===== src/rtl/fp_result_drain_if.sv =====
// fp_result_drain_if: signal bundle between the fp lanes, the drain engine and the ID consumer.
// Ports (master = drain engine, slave = its environment):
//   in/valid_in         per-lane result vectors and strobes from fp
//   id_out/lane_out/last_out/valid_out, ready_in   ID stream handshake to the consumer
//   overflow/busy       status
//   count_out/count_valid  per-vector popcount report, present only with FP_DRAIN_COUNT_EN
interface fp_result_drain_if #(
  parameter int BIT_VEC_SIZE = 128,
  parameter int BIT_VEC_SIZE_LOG = 7,
  parameter int INPUTS = 2,
  parameter int LANE_W = (INPUTS > 1) ? $clog2(INPUTS) : 1
);
  logic [INPUTS-1:0][BIT_VEC_SIZE-1:0] in;
  logic [INPUTS-1:0] valid_in;
  logic [BIT_VEC_SIZE_LOG-1:0] id_out;
  logic [LANE_W-1:0] lane_out;
  logic last_out;
  logic valid_out;
  logic ready_in;
  logic overflow;
  logic busy;
`ifdef FP_DRAIN_COUNT_EN
  logic [BIT_VEC_SIZE_LOG:0] count_out;
  logic count_valid;
  modport master (
    input in, valid_in, ready_in,
    output id_out, lane_out, last_out, valid_out, overflow, busy, count_out, count_valid
  );
  modport slave (
    output in, valid_in, ready_in,
    input id_out, lane_out, last_out, valid_out, overflow, busy, count_out, count_valid
  );
`else
  modport master (
    input in, valid_in, ready_in,
    output id_out, lane_out, last_out, valid_out, overflow, busy
  );
  modport slave (
    output in, valid_in, ready_in,
    input id_out, lane_out, last_out, valid_out, overflow, busy
  );
`endif
endinterface


===== src/rtl/fp_result_drain.sv =====
// fp_result_drain: buffers per-lane fp result vectors and serialises them into set-bit IDs.
// Ports: clk; rst (asynchronous, active-low); bus (fp_result_drain_if.master) carrying the
// lane inputs, the valid/ready ID stream, overflow and busy.
// Optional feature macro FP_DRAIN_COUNT_EN adds the per-vector popcount report
// (bus.count_out / bus.count_valid).
module fp_result_drain #(
  parameter int BIT_VEC_SIZE = 128,
  parameter int BIT_VEC_SIZE_LOG = 7,
  parameter int INPUTS = 2,
  parameter int FIFO_DEPTH = 4,
  parameter int LANE_W = (INPUTS > 1) ? $clog2(INPUTS) : 1
) (
  input logic clk,
  input logic rst,
  fp_result_drain_if.master bus
);
  localparam int AW = $clog2(FIFO_DEPTH);
  typedef enum logic {IDLE, EMIT} state_t;
  typedef logic [BIT_VEC_SIZE-1:0] vec_t;
  state_t state_q, state_d;
  vec_t w_q, w_d;
  vec_t head;
  logic [LANE_W-1:0] lane_q, lane_d, rr_q, rr_d, sel;
  logic [LANE_W:0] idx;
  vec_t mem_q [INPUTS][FIFO_DEPTH];
  vec_t mem_d [INPUTS][FIFO_DEPTH];
  logic [AW:0] wr_q [INPUTS];
  logic [AW:0] wr_d [INPUTS];
  logic [AW:0] rd_q [INPUTS];
  logic [AW:0] rd_d [INPUTS];
  logic overflow_q, overflow_d;
  logic [INPUTS-1:0] empty, full, pop, push;
  logic any_ne, last;
  logic [BIT_VEC_SIZE_LOG-1:0] low_id;
  always_comb begin
    empty = '0;
    full = '0;
    for (int l = 0; l < INPUTS; l++) begin
      empty[l] = wr_q[l] == rd_q[l];
      full[l] = (wr_q[l] - rd_q[l]) == (AW+1)'(FIFO_DEPTH);
    end
  end
  // Round-robin pick: scan downward so the nearest non-empty lane at/after rr wins.
  always_comb begin
    sel = '0;
    any_ne = 1'b0;
    idx = '0;
    for (int k = INPUTS - 1; k >= 0; k--) begin
      idx = {1'b0, rr_q} + (LANE_W+1)'(k);
      if (idx >= (LANE_W+1)'(INPUTS)) idx = idx - (LANE_W+1)'(INPUTS);
      if (!empty[idx[LANE_W-1:0]]) begin
        sel = idx[LANE_W-1:0];
        any_ne = 1'b1;
      end
    end
  end
  assign head = mem_q[sel][rd_q[sel][AW-1:0]];
  // A full FIFO still accepts when its head is popped on the same edge.
  always_comb begin
    mem_d = mem_q;
    wr_d = wr_q;
    rd_d = rd_q;
    overflow_d = overflow_q;
    pop = '0;
    push = '0;
    for (int l = 0; l < INPUTS; l++) begin
      pop[l] = state_q == IDLE && any_ne && sel == LANE_W'(l);
      push[l] = bus.valid_in[l] && (!full[l] || pop[l]);
      if (pop[l]) rd_d[l] = rd_q[l] + (AW+1)'(1);
      if (push[l]) begin
        mem_d[l][wr_q[l][AW-1:0]] = bus.in[l];
        wr_d[l] = wr_q[l] + (AW+1)'(1);
      end
      if (bus.valid_in[l] && !push[l]) overflow_d = 1'b1;
    end
  end
  always_comb begin
    state_d = state_q;
    w_d = w_q;
    lane_d = lane_q;
    rr_d = rr_q;
    last = (w_q & (w_q - vec_t'(1))) == '0;
    low_id = '0;
    for (int i = BIT_VEC_SIZE - 1; i >= 0; i--) if (w_q[i]) low_id = BIT_VEC_SIZE_LOG'(i);
    if (state_q == IDLE && any_ne) begin
      state_d = EMIT;
      w_d = head;
      lane_d = sel;
      rr_d = (sel == LANE_W'(INPUTS - 1)) ? '0 : sel + LANE_W'(1);
    end else if (state_q == EMIT) begin
      if (w_q == '0) state_d = IDLE;
      else if (bus.ready_in) begin
        w_d = w_q & (w_q - vec_t'(1));
        state_d = last ? IDLE : EMIT;
      end
    end
  end
  always_ff @(posedge clk or negedge rst) begin
    if (!rst) begin
      state_q <= IDLE;
      w_q <= '0;
      lane_q <= '0;
      rr_q <= '0;
      overflow_q <= 1'b0;
      for (int l = 0; l < INPUTS; l++) begin
        wr_q[l] <= '0;
        rd_q[l] <= '0;
      end
    end else begin
      state_q <= state_d;
      w_q <= w_d;
      lane_q <= lane_d;
      rr_q <= rr_d;
      overflow_q <= overflow_d;
      wr_q <= wr_d;
      rd_q <= rd_d;
    end
  end
  always_ff @(posedge clk) mem_q <= mem_d;
  assign bus.valid_out = state_q == EMIT && w_q != '0;
  assign bus.id_out = low_id;
  assign bus.lane_out = lane_q;
  assign bus.last_out = bus.valid_out && last;
  assign bus.overflow = overflow_q;
  assign bus.busy = (~empty != '0) || state_q == EMIT;
`ifdef FP_DRAIN_COUNT_EN
  logic [BIT_VEC_SIZE_LOG:0] count_q, count_d, pc;
  logic count_valid_q, count_valid_d;
  // count_valid is registered, so it pulses in the cycle right after the vector finishes.
  always_comb begin
    pc = '0;
    for (int i = 0; i < BIT_VEC_SIZE; i++) pc = pc + (BIT_VEC_SIZE_LOG+1)'(head[i]);
    count_d = (state_q == IDLE && any_ne) ? pc : count_q;
    count_valid_d = state_q == EMIT && (w_q == '0 || (bus.ready_in && last));
  end
  always_ff @(posedge clk or negedge rst) begin
    if (!rst) begin
      count_q <= '0;
      count_valid_q <= 1'b0;
    end else begin
      count_q <= count_d;
      count_valid_q <= count_valid_d;
    end
  end
  assign bus.count_out = count_q;
  assign bus.count_valid = count_valid_q;
`endif
endmodule


===== src/flat_wrapper.sv =====
// flat-port wrapper written by rule: the top's interface ports become plain ports
module fp_result_drain_flat 
#(
  parameter int BIT_VEC_SIZE = 128,
  parameter int BIT_VEC_SIZE_LOG = 7,
  parameter int INPUTS = 2,
  parameter int FIFO_DEPTH = 4,
  parameter int LANE_W = (INPUTS > 1) ? $clog2(INPUTS) : 1
)
  (clk, rst, bus_in, bus_valid_in, bus_ready_in, bus_id_out, bus_lane_out, bus_last_out, bus_valid_out, bus_overflow, bus_busy);
  fp_result_drain_if #(.BIT_VEC_SIZE(BIT_VEC_SIZE), .BIT_VEC_SIZE_LOG(BIT_VEC_SIZE_LOG), .INPUTS(INPUTS), .LANE_W(LANE_W)) bus_i ();
  input logic clk;
  input logic rst;
  input wire logic [$bits(bus_i.in)-1:0] bus_in;
  input wire logic [$bits(bus_i.valid_in)-1:0] bus_valid_in;
  input wire logic [$bits(bus_i.ready_in)-1:0] bus_ready_in;
  output wire logic [$bits(bus_i.id_out)-1:0] bus_id_out;
  output wire logic [$bits(bus_i.lane_out)-1:0] bus_lane_out;
  output wire logic [$bits(bus_i.last_out)-1:0] bus_last_out;
  output wire logic [$bits(bus_i.valid_out)-1:0] bus_valid_out;
  output wire logic [$bits(bus_i.overflow)-1:0] bus_overflow;
  output wire logic [$bits(bus_i.busy)-1:0] bus_busy;
  assign bus_i.in = bus_in;
  assign bus_i.valid_in = bus_valid_in;
  assign bus_i.ready_in = bus_ready_in;
  assign bus_id_out = bus_i.id_out;
  assign bus_lane_out = bus_i.lane_out;
  assign bus_last_out = bus_i.last_out;
  assign bus_valid_out = bus_i.valid_out;
  assign bus_overflow = bus_i.overflow;
  assign bus_busy = bus_i.busy;
  fp_result_drain #(.BIT_VEC_SIZE(BIT_VEC_SIZE), .BIT_VEC_SIZE_LOG(BIT_VEC_SIZE_LOG), .INPUTS(INPUTS), .FIFO_DEPTH(FIFO_DEPTH), .LANE_W(LANE_W)) u_core (.clk(clk), .rst(rst), .bus(bus_i));
endmodule

===== config.mk =====
export PLATFORM = sky130hd
export DESIGN_NAME = fp_result_drain_flat
export DESIGN_NICKNAME = d
export VERILOG_FILES = /design/src/rtl/fp_result_drain_if.sv /design/src/rtl/fp_result_drain.sv /design/src/flat_wrapper.sv
export SDC_FILE = /design/constraint.sdc
export NUM_CORES = 2
export LEC_CHECK = 0
export CAP_MARGIN = 20
export CORE_MARGIN = 2
export CORE_UTILIZATION = 52
export DETAILED_ROUTE_END_ITERATION = 10
export GPL_TIMING_DRIVEN = 0
export PLACE_DENSITY = 0.72
export SLEW_MARGIN = 25
export SYNTH_ARGS = -nofsm -noshare
export SYNTH_HDL_FRONTEND = slang
export SYNTH_SLANG_ARGS = --single-unit

===== constraint.sdc =====
create_clock -name clk -period 6 [get_ports clk]
set_input_delay 0.6 -clock clk [delete_from_list [all_inputs] [get_ports clk]]
set_output_delay 0.6 -clock clk [all_outputs]
set_load 0.05 [all_outputs]

==> reports/qor.csv <==
stage,metric,value,unit
clock_tree,clkTransAtPathRegs,0.06,ns
outcome,outcome,finished clean,
timing,slew_headroom,20.3,%
global_route,first_global_vias,36100,
synth,async_flop_share,12.3,%
synth,ys_seq_elements,1168,
timing,worst_pin_slew,1.19,ns
finish,drive_gt1_share,7.13,%
timing,finalMaxSlewViolations,0,
clock_tree,clock-sinks,1168,
floorplanning,ios,273,
finish,layout_common_cells,"nand2_1, edfxtp_1, nand3_1",
timing,fin_skew,0.0420,ns
timing,finalCritPeriodShare,99.0,%
power,power_leakage,21.0,nW
floorplanning,placementRows,113,
drt,drtPass1Iterations,6,
setup_path,crit_path_end_kind,output pin,
synth,syn_avg_cell_area,11.8,um^2
floorplanning,start_util,52.3,%
flow_run,cap_violations,0,
hold_path,hold_class,in -> async,
clock_tree,cts-root-buf,clkbuf_16,
placed_design,place_ws,-1.03,ns
clock_tree,clk_latency,0.75,ns
synth,synth_fp_nets,4463,
synth,syn_inst,4188,
timing,fin_ws,0.0615,ns
setup_path,reg2reg_setup_slack,0.39,ns
placed_design,place_inst,5755,
drt,ant_nets,0,
setup_path,worst-path-max-fanout,9,
synth,synth_ff_type,edfxtp_1,
clock_tree,cts_tree,done,
timing,fin_tns_setup,0,ns
synth,synth_edf_count,1024,
floorplanning,fp.dieH,313,um
power,totalPowerFinal,22.0,mW
timing,setup_viol,0,
placed_design,dp_hpwl,113,mm
global_route,antenna_found_initial,12,
setup_path,cp-start-kind,register,
synth,synth_area,49500,um^2
synth,seq_area_frac_synth,69.4,%
placed_design,io_buffers,272,
finish,nFillCells,7266,
finish,multiInputGateArea,14200,um^2
setup_path,critical_path_class,reg -> out,
finish,layout.nets,4902,
timing,fmax,0.168,GHz
timing,finalHoldViolCount,0,
drt,vias,37800,
drt,post_drt_wl_per_cell,27.1,um
clock_tree,cts_buffers,114,
global_route,grt_overflow,0,
power,peakVddDrop,0.346,mV
setup_path,cp.arrival,5.34,ns
floorplanning,coreArea,94700,um^2
timing,period_needed,5.94,ns
global_route,grt_pass1_wl,234,mm
floorplanning,die_x,313,um
placed_design,place_area,54600,um^2
finish,final_common_cell,nand2_1,
finish,syn_to_final_growth,19.0,%
drt,viasPerCell,6.31,
drt,drt_iter0_drc,5252,
drt,drc_errors,0,
floorplanning,die_area,97700,um^2
drt,routed_wl,162,mm
clock_tree,cts.htree.levels,3,
global_route,grt_use_total,32.5,%
global_route,grt_max_degree,78,
finish,seqCellArea,34400,um^2
setup_path,crit_required,5.40,ns
finish,final_area,58900,um^2
synth,synth_cell_type_count,81,
clock_tree,clockBufferDepth,3,
power,power_density,374,nW/um^2
synth,ys_warn_count,0,
placed_design,gp_congestion,1.00,
finish,fin_cells,5992,
## worst max-delay path: stages (launching register included)
cell and delay, ns:
dfrtp_1 0.47, nor4_4 0.48, and4_1 0.41, nand4_4 0.24, or4_4 0.60, or4b_1 0.59
a222oi_1 0.45, nand4_1 0.26, nor4_4 0.39, and3_1 0.30, clkdlybuf4s18_2 0.40
## what timing repair did
item	in CTS	in global routing
pin swaps	9	10
resized for setup	38	16
hold endpoints to repair	67	0
hold buffers	1	0
endpoints found under the setup margin	1	1
setup buffers	10	10
## area by class of cell
cell class	count	share of cell area (%)
Timing Repair Buffer	323	6.19
Buffer	286	1.91
Multi-Input combinational cell	2675	24.1
Sequential cell	1168	58.3
Tap cell	1265	2.69
Inverter	59	0.376
Clock inverter	64	1.15
Antenna cell	2	0.00849
Clock buffer	150	5.31
## path summary, 6_finish.rpt
| kind | from | end | cells after the start |
|---|---|---|---|
| max | u_core.w_q[1] | bus_last_out | 10 |
| min | rst | u_core.w_q[104] | 2 |
| max reg2reg | u_core.rd_q[3] | u_core.w_q[34] | 13 |
| min reg2reg | u_core.wr_q[5] | u_core.wr_q[5] | 1 |
| max in group asynchronous | rst | u_core.bus.overflow | 3 |
| min in group clk | u_core.wr_q[5] | u_core.wr_q[5] | 1 |
## logic make-up (layout without fill, tap and decap cells)
kind of cell	count (synthesis)	after routing	synth area share, %
and+or+nand+nor	1930	1930	17.7
DFF	1168	1168	69.4
AOI/OAI and AO/OA	714	714	9.56
buffers and inverters	345	882	2.67
adders and majority gates	16	16	0.394
xor gates and xnor gates	12	12	0.212
muxes	3	3	0.0657
other	0	2	0
## per-layer routing
metal  part of all wire, %  vias up  global-route usage (%)  wire length (um)
met1                    38    18600                    43.7             62300
li1                      -    16500                       -                 -
met5                 0.071        -                       0               115
met3                    10      403                    6.48             16300
met2                    47     2238                    52.1             76300
met4                   4.4       16                    13.8              7190
## where the power goes
part	switching [mW]	internal, mW
Sequential	0.310	10.4
Combinational	2.99	1.11
Clock	3.15	4.09
Total	6.45	15.6
## cell usage after synthesis (all sizes together) (4+ instances only)
master / number / share of area (%)
o22ai: 31 / 0.39
a31oi: 129 / 1.6
o41ai: 11 / 0.19
a311oi: 134 / 2.4
inv: 59 / 0.45
a22o: 5 / 0.088
o2111ai: 8 / 0.14
buf: 34 / 0.31
ha: 14 / 0.35
nor2: 150 / 1.1
a211oi: 6 / 0.091
and2: 6 / 0.076
o211ai: 29 / 0.44
nor4: 67 / 1.1
and3: 144 / 1.8
o21ai: 198 / 2.0
nor2b: 4 / 0.051
and4: 10 / 0.18
a222oi: 4 / 0.081
a21oi: 87 / 0.88
nand3: 315 / 3.2
o31ai: 7 / 0.11
nand2: 1107 / 8.4
nor3: 34 / 0.40
or3: 12 / 0.15
a221oi: 5 / 0.088
a22oi: 5 / 0.076
nand4: 34 / 0.53
or4: 20 / 0.32
edfxtp: 1024 / 62
a2111oi: 7 / 0.12
clkbuf: 252 / 1.9
dfrtp: 144 / 7.3
o311ai: 18 / 0.32
xnor2: 9 / 0.16
or2: 12 / 0.15
## flip-flops by register name, indices dropped and copies added (netlist names)
| name | cells |
|---|---|
| u_core.state_q | 1 |
| u_core.bus.overflow | 1 |
| u_core.w_q | 128 |
| u_core.rd_q | 6 |
| u_core.mem_q | 1024 |
| u_core.rr_q | 1 |
| u_core.bus.lane_out | 1 |
| u_core.wr_q | 6 |
## through the flow
step,hold WS [ns],utilization (%)
after floorplan,0.304,-
after global placement,0.474,56.8
after detailed placement,0.481,57.7
after CTS,0.457,62.1
after global routing,0.500,62.2
final,0.463,62.2
Note: power is estimated with default switching activity, not from simulation.
